File: src/rtl/fpu_mmio_sequencer.sv
// fpu_mmio_sequencer: bus master that streams test vectors into the memory-mapped
// FPU, reads each result back, checks it against the expected value and counts
// pass/fail. Optional build macro FPU_SEQ_STATUS_POLL_EN replaces the fixed
// post-command delay with a STATUS poll that has a timeout.
module fpu_mmio_sequencer #(
  parameter int unsigned        DATA_W    = 32,
  parameter int unsigned        ADDR_W    = 13,
  parameter logic [ADDR_W-1:0]  BASE_ADDR = 13'h0600,
  parameter int unsigned        N_VEC     = 4,
  parameter int unsigned        WAIT_CYC  = 2,
  parameter int unsigned        CNT_W     = 16,
  parameter int unsigned        TIMEOUT   = 64
) (
  input  logic              clk,
  input  logic              reset,
  input  logic              start,
  input  logic              vec_valid,
  output logic              vec_ready,
  input  logic [DATA_W-1:0] vec_a,
  input  logic [DATA_W-1:0] vec_b,
  input  logic [DATA_W-1:0] vec_cmd,
  input  logic [DATA_W-1:0] vec_exp,
  output logic [ADDR_W-1:0] DataAdr,
  output logic [DATA_W-1:0] WriteData,
  output logic              MemWrite,
  input  logic [DATA_W-1:0] ReadData,
  output logic              busy,
  output logic              done,
  output logic              mismatch,
  output logic [DATA_W-1:0] last_result,
  output logic [CNT_W-1:0]  pass_cnt,
  output logic [CNT_W-1:0]  fail_cnt,
  output logic              timeout_flag
);

  localparam int unsigned DLY_MAX = (WAIT_CYC > TIMEOUT) ? WAIT_CYC : TIMEOUT;
  localparam int unsigned DW      = $clog2(DLY_MAX + 1);
  localparam int unsigned IW      = $clog2(N_VEC + 1);
  localparam logic [IW-1:0]     IDX_LAST = IW'(N_VEC - 1);
  localparam logic [ADDR_W-1:0] ADR_A    = BASE_ADDR;
  localparam logic [ADDR_W-1:0] ADR_B    = BASE_ADDR + ADDR_W'(4);
  localparam logic [ADDR_W-1:0] ADR_CMD  = BASE_ADDR + ADDR_W'(8);
  localparam logic [ADDR_W-1:0] ADR_RES  = BASE_ADDR + ADDR_W'(12);
`ifdef FPU_SEQ_STATUS_POLL_EN
  localparam logic [ADDR_W-1:0] ADR_STAT = BASE_ADDR + ADDR_W'(16);
  localparam logic [DW-1:0]     DLY_LAST = DW'(TIMEOUT - 1);
`else
  localparam logic [DW-1:0]     DLY_LAST = DW'(WAIT_CYC - 1);
`endif

  typedef enum logic [3:0] {
    S_IDLE, S_FETCH, S_WR_A, S_WR_B, S_WR_CMD,
`ifdef FPU_SEQ_STATUS_POLL_EN
    S_POLL,
`else
    S_WAIT,
`endif
    S_RD, S_CHECK, S_DONE
  } state_e;

  state_e            state_q, state_d;
  logic [DW-1:0]     dly_q, dly_d;
  logic [IW-1:0]     idx_q, idx_d;
  logic [DATA_W-1:0] b_q, b_d, cmd_q, cmd_d, exp_q, exp_d;
  logic [DATA_W-1:0] last_q, last_d, wd_q, wd_d;
  logic [ADDR_W-1:0] adr_q, adr_d;
  logic [CNT_W-1:0]  pass_q, pass_d, fail_q, fail_d;
  logic              flag_q, flag_d;
  logic              mis;

  // State and datapath registers; reset clears every visible output at once.
  always_ff @(posedge clk or posedge reset) begin
    if (reset) begin
      state_q <= S_IDLE;
      dly_q   <= '0;
      idx_q   <= '0;
      b_q     <= '0;
      cmd_q   <= '0;
      exp_q   <= '0;
      last_q  <= '0;
      wd_q    <= '0;
      adr_q   <= '0;
      pass_q  <= '0;
      fail_q  <= '0;
      flag_q  <= 1'b0;
    end else begin
      state_q <= state_d;
      dly_q   <= dly_d;
      idx_q   <= idx_d;
      b_q     <= b_d;
      cmd_q   <= cmd_d;
      exp_q   <= exp_d;
      last_q  <= last_d;
      wd_q    <= wd_d;
      adr_q   <= adr_d;
      pass_q  <= pass_d;
      fail_q  <= fail_d;
      flag_q  <= flag_d;
    end
  end

  // Next-state, counters and bus address/data for the state being entered.
  always_comb begin
    state_d = state_q;
    dly_d   = dly_q;
    idx_d   = idx_q;
    b_d     = b_q;
    cmd_d   = cmd_q;
    exp_d   = exp_q;
    last_d  = last_q;
    wd_d    = wd_q;
    adr_d   = adr_q;
    pass_d  = pass_q;
    fail_d  = fail_q;
    flag_d  = flag_q;
    mis     = 1'b0;
    unique case (state_q)
      S_IDLE: if (start) begin
        pass_d  = '0;
        fail_d  = '0;
        idx_d   = '0;
        flag_d  = 1'b0;
        state_d = S_FETCH;
      end
      S_FETCH: if (vec_valid) begin
        b_d     = vec_b;
        cmd_d   = vec_cmd;
        exp_d   = vec_exp;
        state_d = S_WR_A;
      end
      S_WR_A:   state_d = S_WR_B;
      S_WR_B:   state_d = S_WR_CMD;
      S_WR_CMD: begin
        dly_d = '0;
`ifdef FPU_SEQ_STATUS_POLL_EN
        state_d = S_POLL;
`else
        state_d = S_WAIT;
`endif
      end
`ifdef FPU_SEQ_STATUS_POLL_EN
      S_POLL: begin
        if (ReadData[0]) begin
          state_d = S_RD;
        end else if (dly_q == DLY_LAST) begin
          // Timed-out vector is scored as a failure and skips the result read.
          mis     = 1'b1;
          flag_d  = 1'b1;
          fail_d  = (fail_q == '1) ? fail_q : fail_q + 1'b1;
          idx_d   = idx_q + 1'b1;
          state_d = (idx_q == IDX_LAST) ? S_DONE : S_FETCH;
        end else begin
          dly_d = dly_q + 1'b1;
        end
      end
`else
      S_WAIT: begin
        if (dly_q == DLY_LAST) state_d = S_RD;
        else                   dly_d   = dly_q + 1'b1;
      end
`endif
      S_RD: begin
        last_d  = ReadData;
        state_d = S_CHECK;
      end
      S_CHECK: begin
        if (last_q == exp_q) begin
          pass_d = (pass_q == '1) ? pass_q : pass_q + 1'b1;
        end else begin
          mis    = 1'b1;
          fail_d = (fail_q == '1) ? fail_q : fail_q + 1'b1;
        end
        idx_d   = idx_q + 1'b1;
        state_d = (idx_q == IDX_LAST) ? S_DONE : S_FETCH;
      end
      S_DONE:  state_d = S_IDLE;
      default: state_d = S_IDLE;
    endcase

    // Address/data are registered on entry so they are stable for the whole
    // state and simply hold through FETCH/CHECK/DONE/IDLE.
    case (state_d)
      S_WR_A: begin
        adr_d = ADR_A;
        wd_d  = vec_a;
      end
      S_WR_B: begin
        adr_d = ADR_B;
        wd_d  = b_q;
      end
      S_WR_CMD: begin
        adr_d = ADR_CMD;
        wd_d  = cmd_q;
      end
`ifdef FPU_SEQ_STATUS_POLL_EN
      S_POLL:  adr_d = ADR_STAT;
`else
      S_WAIT:  adr_d = ADR_RES;
`endif
      S_RD:    adr_d = ADR_RES;
      default: adr_d = adr_q;
    endcase
  end

  assign vec_ready   = (state_q == S_FETCH);
  assign MemWrite    = (state_q == S_WR_A) || (state_q == S_WR_B) || (state_q == S_WR_CMD);
  assign busy        = (state_q != S_IDLE);
  assign done        = (state_q == S_DONE);
  assign mismatch    = mis;
  assign DataAdr     = adr_q;
  assign WriteData   = wd_q;
  assign last_result = last_q;
  assign pass_cnt    = pass_q;
  assign fail_cnt    = fail_q;
`ifdef FPU_SEQ_STATUS_POLL_EN
  assign timeout_flag = flag_q;
`else
  assign timeout_flag = 1'b0;
`endif

endmodule

File: config.mk
export PLATFORM = sky130hd
export DESIGN_NAME = fpu_mmio_sequencer
export DESIGN_NICKNAME = d
export VERILOG_FILES = /design/src/rtl/fpu_mmio_sequencer.sv
export SDC_FILE = /design/constraint.sdc
export NUM_CORES = 1
export LEC_CHECK = 0
export CAP_MARGIN = 5
export CORE_MARGIN = 2
export CORE_UTILIZATION = 48
export CTS_CLUSTER_DIAMETER = 80
export DETAILED_ROUTE_END_ITERATION = 12
export DONT_BUFFER_PORTS = 1
export PLACE_DENSITY = 0.7
export SLEW_MARGIN = 10
export SYNTH_ARGS = -nofsm -noshare
export SYNTH_HDL_FRONTEND = slang
export SYNTH_SLANG_ARGS = --single-unit
File: constraint.sdc
create_clock -name clk -period 12 [get_ports clk]
set_input_delay 3 -clock clk [delete_from_list [all_inputs] [get_ports clk]]
set_output_delay 3 -clock clk [all_outputs]
set_load 0.01 [all_outputs]
==> results of run 1 <==
-- power by group through the flow --
stage               registers [mW]  clock network [mW]  logic [mW]
finish                        1.32               0.651       0.921
floorplan                     1.23                   0       0.815
detailed placement            1.33                   0       0.929
global route                  1.36               0.700        1.02
global placement              1.32                   0       0.887
CTS                           1.32               0.665       0.934
-- flip-flops by register name, indices dropped and copies added, names as in the netlist --
register,count
WriteData,32
b_q,32
fail_cnt,16
last_result,32
pass_cnt,16
dly_q,7
idx_q,3
cmd_q,32
DataAdr,3
exp_q,32
state_q,4
-- placed cells by master, fill, tap and decap left out, types with 13 or more instances in the layout --
master / netlist / layout
o221a_1: 32 / 32
nor2_1: 13 / 13
a21oi_1: 26 / 25
dfrtp_1: 209 / 209
mux2_1: 128 / 128
clkbuf_16: 0 / 24
nand3_1: 19 / 19
nand4_1: 22 / 22
nand2_1: 66 / 65
xnor2_1: 32 / 32
o21ai_1: 16 / 16
mux2i_1: 41 / 41
-- area by class of cell --
class | count | area (sq um)
Tap cell | 265 | 332
Clock buffer | 32 | 651
Inverter | 6 | 30.0
Clock inverter | 5 | 36.3
Timing Repair Buffer | 8 | 60.1
Multi-Input combinational cell | 516 | 4110
Antenna cell | 4 | 10.0
Fill cell | 1643 | 9140
Sequential cell | 209 | 5230
-- through the flow --
stage / total power [mW] / cell area [sq um]
after floorplan: 2.05 / 9650
after global placement: 2.20 / 9750
after detailed placement: 2.26 / 9750
after CTS: 2.92 / 10400
after global routing: 3.08 / 10500
final: 2.89 / 10500
-- worst paths after layout --
path                             from              end  slack [ns]
setup / recovery                start         MemWrite        4.45
hold / removal                 b_q[8]           b_q[8]        0.49
setup reg to reg           state_q[2]       DataAdr[9]        8.53
hold reg to reg                b_q[8]           b_q[8]        0.49
max in group asynchronous       reset  last_result[22]        8.11
min in group asynchronous       reset        exp_q[16]        2.56
-- per-layer routing --
metal | wire length, um | up-vias | GRT usage [%] | share of wire [%]
met1 | 8720 | 3131 | 25.6 | 39
met2 | 11300 | 237 | 35.0 | 51
met4 | 402 | 0 | 4.71 | 1.8
li1 | - | 2807 | - | -
met3 | 1880 | 32 | 7.21 | 8.4
met5 | 0 | - | 0 | 0
-- cells by family (layout without fill, tap and decap cells) --
logic type	count (synthesis)	count (layout)	synth area share (%)
mux	169	169	19.3
other cells	1	14	0.0390
fa+ha+maj	6	6	0.781
simple gates	192	192	10.7
xor+xnor	34	34	3.10
flops	209	209	54.4
buf+inv	61	51	3.43
compound gates	105	105	8.27
-- worst max-delay path, cell delays in order --
cell and delay [ns]:
nor2b_1 0.13, o21ai_1 0.10, nand3_2 0.09, buf_4 0.48
or2_1 0.18, buf_4 0.37, nand2_1 0.20
==> summary.md, run 1 <==
| Metric | Value |
|---|---|
| Vias per cell | `5.94` |
| DP Wirelength | `15600 um` |
| Net Sw Power | `1.04 mW` |
| Dpl cells | `1003` |
| DR WL/cell | `21.3 um` |
| Core Rows | `51` |
| Gr usage total | `20.6%` |
| Port buffer count | `0` |
| Max cap viols | `0` |
| Hold Path Cell Cnt | `1` |
| Clock latency on the worst-skew pair | `0.52 ns` |
| Final clock skew | `0.0219 ns` |
| Ranking of synthesized cells by area | `dfrtp_1, mux2_1, mux2i_1, o221a_1, xnor2_1` |
| CTS Buf Count | `24` |
| Drt pass-1 iters | `4` |
| Sw frac | `36.1%` |
| Post-route setup slack | `4.45 ns` |
| Outcome | `finished, final reports clean` |
| Synth top area share | `54.4%` |
| Mapped Cells | `777` |
| Layout cell share with drive strength beyond 1 | `6.19%` |
| Final Net Count | `935` |
| Maximum VDD drop | `169 uV` |
| CP Capture Type | `primary output` |
| Area Growth Syn to Fin | `8.72%` |
| Period utilisation layout | `62.9%` |
| Top FF cell, synth | `dfrtp_1` |
| Register area share after synthesis | `54.4%` |
| Period minus WS final | `7.55 ns` |
| RePlAce Congestion | `0.835` |
| Total grt overflow | `0` |
| Sequential power share | `45.6%` |
| Post-CTS Setup Bufs | `0` |
| Largest net degree at the start of global routing | `160` |
| Post-CTS Hold Buffers | `0` |
| Tightest Pin Transition | `1.07 ns` |
| Final core utilization | `53.4%` |
| Routed WL | `22300 um` |
| Worst setup SP type | `input pin` |
| Final setup fails | `0` |
| Clock Power Share | `22.5%` |
| Combinational power share | `31.9%` |
| RSZ-0062 raised after global routing | `false` |
| Initial antenna violation count | `4` |
| Total Neg Setup Slack | `0 ns` |
| CP Max Fanout | `35` |
| Critical Path AT | `4.55 ns` |
| WS Path Type | `in2out` |
| Pre-CTS WS | `4.42 ns` |
| Share of flip-flops with an asynchronous set or reset | `100%` |
| Die area | `21200 sq um` |
| #FFs+latches synth | `209` |
| Clk buf depth | `3` |
| Pint | `1.85 mW` |
| Post-Syn Area | `9620 sq um` |
| Fin. max-slew vios | `0` |
| Slew HR | `28.6%` |
| Chip height | `146 um` |
| Data required time of the critical path | `9.00 ns` |
| Fin cells | `1045` |
| Die width | `146 um` |
| R2R depth | `8` |
| Post-route ant nets | `0` |
| Starting Density | `49.1%` |
| Core area | `19600 sq um` |
| Clk root buf | `clkbuf_16` |
| Average size of a mapped cell | `12.4 sq um` |
| Clock-pin slew on the worst setup and hold paths | `0.06 ns` |
| CTS tree | `yes` |
| EDFF count, synth | `0` |
| Synth top cells by count | `dfrtp_1, mux2_1, nand2_1, mux2i_1` |
| Global-route wire length before repair | `36000 um` |
| Count leader, synth | `dfrtp_1` |
| Hold Vio Cnt, Final | `0` |
| Routed via count | `6207` |
| Warnings from Yosys | `0` |
| Clk sinks | `209` |
| Remaining DRCs | `0` |
| F_max | `132 MHz` |
| Number of global-route vias before repair | `6452` |
| Top-Level Pins | `279` |
| Starting DRT DRC Count | `252` |
| CTS resizes | `0` |
| Leakage power | `4.38 nW` |
| Cell Pwr Density | `276 nW/um^2` |
| Distinct cells, synth | `52` |
| Hold WS | `0.489 ns` |
| Area leader, netlist | `dfrtp_1` |
| H-tree depth | `1` |
| Worst hold path class | `reg2reg` |
Power figures use the tool's default switching activity.
==> run 2: changes to the inputs <==
==> constraint.sdc (replaced) <==
create_clock -name clk -period 7 [get_ports clk]
set_input_delay 1.75 -clock clk [delete_from_list [all_inputs] [get_ports clk]]
set_output_delay 1.75 -clock clk [all_outputs]
set_load 0.01 [all_outputs]
==> summary.md, run 2 (same netlist as run 1, synthesis figures left out) <==
| Metric | Value |
|---|---|
| Post-CTS Setup Bufs | `0` |
| Number of cells on the critical path | `6` |
| Number of global-route vias before repair | `6412` |
| Pint | `3.35 mW` |
| Top-Level Pins | `279` |
| Clk buf depth | `3` |
| Crit path from | `start` |
| Core Rows | `51` |
| Final clock skew | `0.0180 ns` |
| DR WL/cell | `21.3 um` |
| Period minus WS final | `4.68 ns` |
| CTS tree | `yes` |
| Clock-pin slew on the worst setup and hold paths | `0.06 ns` |
| Chip height | `146 um` |
| Total Neg Setup Slack | `0 ns` |
| Period utilisation layout | `66.9%` |
| Sw frac | `35.1%` |
| Post-route ant nets | `0` |
| Area Growth Syn to Fin | `10.6%` |
| Most common cell after layout, fill and taps aside | `dfrtp_1` |
| Initial antenna violation count | `9` |
| Clk root buf | `clkbuf_16` |
| Sequential power share | `43.8%` |
| Critical Path AT | `2.93 ns` |
| Data required time of the critical path | `5.25 ns` |
| Clock Power Share | `25.6%` |
| Total grt overflow | `0` |
| Final setup fails | `0` |
| Register Area | `5230 sq um` |
| CP bufs+invs | `1` |
| Fillers | `1638` |
| CP Max Fanout | `35` |
| Fin. max-slew vios | `0` |
| Port buffer count | `0` |
| Vias per cell | `5.89` |
| Combinational power share | `30.6%` |
| Drt pass-1 iters | `5` |
| Largest net degree at the start of global routing | `80` |
| Die area | `21200 sq um` |
| Routed via count | `6223` |
| Worst R2R End | `DataAdr[9]` |
| Crit-path slowest cell | `or2_1` |
| Tot Pwr | `5.17 mW` |
| Worst hold path class | `reg2reg` |
| CTS resizes | `0` |
| Largest delay contributor family on the critical path | `simple AND/OR/NAND/NOR gates` |
| Starting Density | `49.1%` |
| Most frequent cells in the layout | `dfrtp_1, mux2_1, nand2_1, mux2i_1` |
| Setup crit end | `MemWrite` |
| Tightest Pin Transition | `0.968 ns` |
| H-tree depth | `1` |
| Clk sinks | `209` |
| CTS Buf Count | `24` |
| Core area | `19600 sq um` |
| R2R depth | `8` |
| Net Sw Power | `1.81 mW` |
| RSZ-0062 raised after global routing | `false` |
| Routed WL | `22500 um` |
| Worst setup SP type | `input pin` |
| R2r startpoint | `state_q[2]` |
| Die width | `146 um` |
| Remaining DRCs | `0` |
| Gr usage total | `20.8%` |
| CP peak stage delay | `0.33 ns` |
| DP Wirelength | `15700 um` |
| Outcome | `finished, final reports clean` |
| Final Net Count | `937` |
| Clock latency on the worst-skew pair | `0.51 ns` |
| Hold Vio Cnt, Final | `0` |
| CP Capture Type | `primary output` |
| Cell Pwr Density | `486 nW/um^2` |
| F_max | `214 MHz` |
| Worst path cell trace | `nor2b_1 -> o21ai_1 -> nand3_2 -> buf_4 -> or2_1 -> nand2_1` |
| Starting DRT DRC Count | `320` |
| WS Path Type | `in2out` |
| Leakage power | `4.45 nW` |
| Slew HR | `35.5%` |
| Reg2Reg Setup Slack | `3.42 ns` |
| Layout cell share with drive strength beyond 1 | `7.27%` |
| Post-CTS Hold Buffers | `0` |
| RePlAce Congestion | `0.839` |
| Global-route wire length before repair | `35900 um` |
| Multi-input gate area | `4110 sq um` |
| Max cap viols | `0` |
| Maximum VDD drop | `276 uV` |
run 2: per-stage QoR:
| step | worst slack, ns | area (sq um) | util (%) | cells | hold WS [ns] |
|---|---|---|---|---|---|
| floorplan | 2.34 | 9650 | - | 786 | 0.454 |
| global route | 2.23 | 10600 | 54.3 | 1056 | 0.504 |
| CTS | 2.31 | 10600 | 54.1 | 1048 | 0.494 |
| finish | 2.32 | 10600 | 54.3 | 1057 | 0.487 |
| global placement | 2.35 | 9760 | 49.8 | 1005 | 0.468 |
| detailed placement | 2.32 | 9760 | 49.8 | 1005 | 0.481 |
run 2: worst reg2reg max path: stages, from the launching register on:
cell and delay, ns:
dfrtp_1 0.56, nor3b_2 0.49, o21ai_4 0.13, nand3_2 0.08, buf_4 0.52, or2_1 0.23
buf_4 0.37, nand2b_2 0.55, or3_1 0.53
run 2: routing by layer:
metal	up-vias	track usage [%]	wire length, um
li1	2820	-	-
met1	3121	25.5	8990
met2	236	35.1	11100
met3	42	7.15	1810
met4	4	6.08	590
met5	-	0	21
run 2: layout make-up:
type / instances / area share, %
flip-flops and latches: 209 / 49.2
multi-input cells: 516 / 38.6
clock buffers: 33 / 6.45
well taps: 265 / 3.12
clock inverters: 10 / 1.51
repair buffers: 10 / 0.706
inverters: 6 / 0.247
diodes: 8 / 0.188
run 2: power by group through the flow:
stage | sequential, mW | clock (mW) | combinational, mW
2_1_floorplan | 2.11 | 0 | 1.40
4_1_cts | 2.27 | 1.35 | 1.60
3_3_place_gp | 2.26 | 0 | 1.52
5_1_grt | 2.33 | 1.41 | 1.76
6_report | 2.26 | 1.32 | 1.58
3_5_place_dp | 2.28 | 0 | 1.59
run 2: worst min-delay path by stage:
stage / from / to / cells past startpoint
after floorplan: idx_q[0] / idx_q[0] / 1
after global placement: idx_q[0] / idx_q[0] / 1
after detailed placement: b_q[31] / b_q[31] / 1
after CTS: b_q[31] / b_q[31] / 1
after global routing: b_q[0] / b_q[0] / 1
final: b_q[2] / b_q[2] / 1
==> run 3: changes to the inputs <==
==> constraint.sdc (replaced) <==
create_clock -name clk -period 4.5 [get_ports clk]
set_input_delay 1.125 -clock clk [delete_from_list [all_inputs] [get_ports clk]]
set_output_delay 1.125 -clock clk [all_outputs]
set_load 0.01 [all_outputs]
==> summary.md, run 3 (same netlist as run 1, synthesis figures left out) <==
| Metric | Value |
|---|---|
| Outcome | `finished, final reports clean` |
| Clock Power Share | `25.1%` |
| Net Sw Power | `2.86 mW` |
| CTS tree | `yes` |
| Final core utilization | `54.4%` |
| DP Wirelength | `16000 um` |
| Period utilisation layout | `84.4%` |
| Chip height | `146 um` |
| Post-route ant nets | `0` |
| Clock-pin slew on the worst setup and hold paths | `0.06 ns` |
| Cell Pwr Density | `755 nW/um^2` |
| Drt pass-1 iters | `4` |
| DR WL/cell | `21.8 um` |
| Worst hold path class | `reg2reg` |
| Hold Vio Cnt, Final | `0` |
| Final setup fails | `0` |
| Post-CTS Hold Buffers | `0` |
| Max cap viols | `0` |
| Most common cell after layout, fill and taps aside | `dfrtp_1` |
| F_max | `263 MHz` |
| Global-route wire length before repair | `36900 um` |
| R2R depth | `7` |
| Remaining DRCs | `0` |
| Pint | `5.18 mW` |
| RePlAce Congestion | `0.864` |
| Worst path cell trace | `nor3b_2 -> o21ai_4 -> nand3_2 -> buf_4 -> a21oi_1 -> nand2_1 -> buf_4` |
| Period minus WS final | `3.80 ns` |
| Die area | `21200 sq um` |
| Clk buf depth | `3` |
| Sequential power share | `43.8%` |
| Routed WL | `23100 um` |
| CTS Buf Count | `24` |
| Number of global-route vias before repair | `6565` |
| WS Path Type | `reg2out` |
| Sw frac | `35.6%` |
| Combinational power share | `31.1%` |
| Leakage power | `4.47 nW` |
| Initial antenna violation count | `11` |
| Most frequent cells in the layout | `dfrtp_1, mux2_1, nand2_1, mux2i_1` |
| Maximum VDD drop | `532 uV` |
| Cell mode on critical path | `buf_4` |
| Total Neg Setup Slack | `0 ns` |
| Core area | `19600 sq um` |
| Fin. max-slew vios | `0` |
| Clk sinks | `209` |
| Largest net degree at the start of global routing | `127` |
| Tightest Pin Transition | `1.20 ns` |
| CP Max Fanout | `33` |
| Crit-path slowest cell | `dfrtp_1` |
| Data required time of the critical path | `3.38 ns` |
| Layout cell share with drive strength beyond 1 | `7.77%` |
| CP Capture Type | `primary output` |
| Starting DRT DRC Count | `271` |
| Vias per cell | `5.90` |
| Port buffer count | `0` |
| Gr usage total | `21.3%` |
| Final Net Count | `937` |
| Area Growth Syn to Fin | `10.8%` |
| Critical Path AT | `2.67 ns` |
| Slew HR | `20.1%` |
| Top-Level Pins | `279` |
| Total grt overflow | `0` |
| Die width | `146 um` |
| Final clock skew | `0.00774 ns` |
| Worst setup SP type | `register` |
| H-tree depth | `1` |
| Clk root buf | `clkbuf_16` |
| Starting Density | `49.1%` |
| Hold Path Cell Cnt | `1` |
| Clock latency on the worst-skew pair | `0.51 ns` |
| CP peak stage delay | `0.54 ns` |
| Hold WS | `0.493 ns` |
| RSZ-0062 raised after global routing | `false` |
| Core Rows | `51` |
| CTS resizes | `0` |
| Routed via count | `6252` |
| Post-CTS Setup Bufs | `0` |
## run 3: changes by cell type in the layout (fill, tap and decap cells not counted)
cell	delta
clkbuf_1	-3
buf_12	+2
bufinv_16	-2
clkbuf_8	+4
clkinvlp_4	-1
clkinv_4	-2
diode_2	+1
inv_8	+1
clkinv_2	+4
buf_4	-2
## run 3: stage by stage
stage	area, sq um	std cells	total power, mW	setup slack (ns)
floorplan	9650	786	5.46	0.661
global placement	9790	1006	5.90	1.03
global route	10700	1059	8.55	0.525
detailed placement	9790	1006	6.09	0.992
finish	10700	1059	8.04	0.703
CTS	10600	1050	8.14	0.675
## run 3: metal layers
metal | up-vias | wire length, um | track usage [%]
li1 | 2815 | - | -
met1 | 3155 | 9070 | 26.4
met2 | 237 | 11600 | 35.8
met3 | 41 | 1830 | 7.05
met4 | 4 | 562 | 6.42
met5 | - | 23 | 0
## run 3: final cells by class
cell class                 instances  area (sq um)
tap                              265           332
timing repair buffer              10           100
antenna                            9          22.5
inverter                           6          26.3
multi-input combinational        516          4110
clock inverter                    10           106
sequential                       209          5230
clock buffer                      34           729
fill                            1673          8940
## run 3: critical path: cells and delay by family, from the launching register on
family	cells	cell delay [ns]
and+or+nand+nor	3	0.70
buffers and inverters	2	0.63
DFF	1	0.54
AOI/OAI and AO/OA	2	0.28
## run 3: path summary, 6_finish.rpt
path / startpoint / slack (ns) / end
max: state_q[2] / 0.70 / MemWrite
min: b_q[24] / 0.49 / b_q[24]
max reg2reg: dly_q[2] / 1.49 / DataAdr[9]
min reg2reg: b_q[24] / 0.49 / b_q[24]
max in group asynchronous: reset / 3.24 / cmd_q[5]
min in group asynchronous: reset / 0.63 / last_result[30]
## run 3: power groups by stage
stage / Combinational (mW) / Clock (mW) / Sequential (mW)
2_1_floorplan: 2.17 / 0 / 3.29
5_1_grt: 2.77 / 2.15 / 3.63
6_report: 2.50 / 2.02 / 3.52
4_1_cts: 2.54 / 2.07 / 3.53
3_5_place_dp: 2.53 / 0 / 3.56
3_3_place_gp: 2.40 / 0 / 3.51
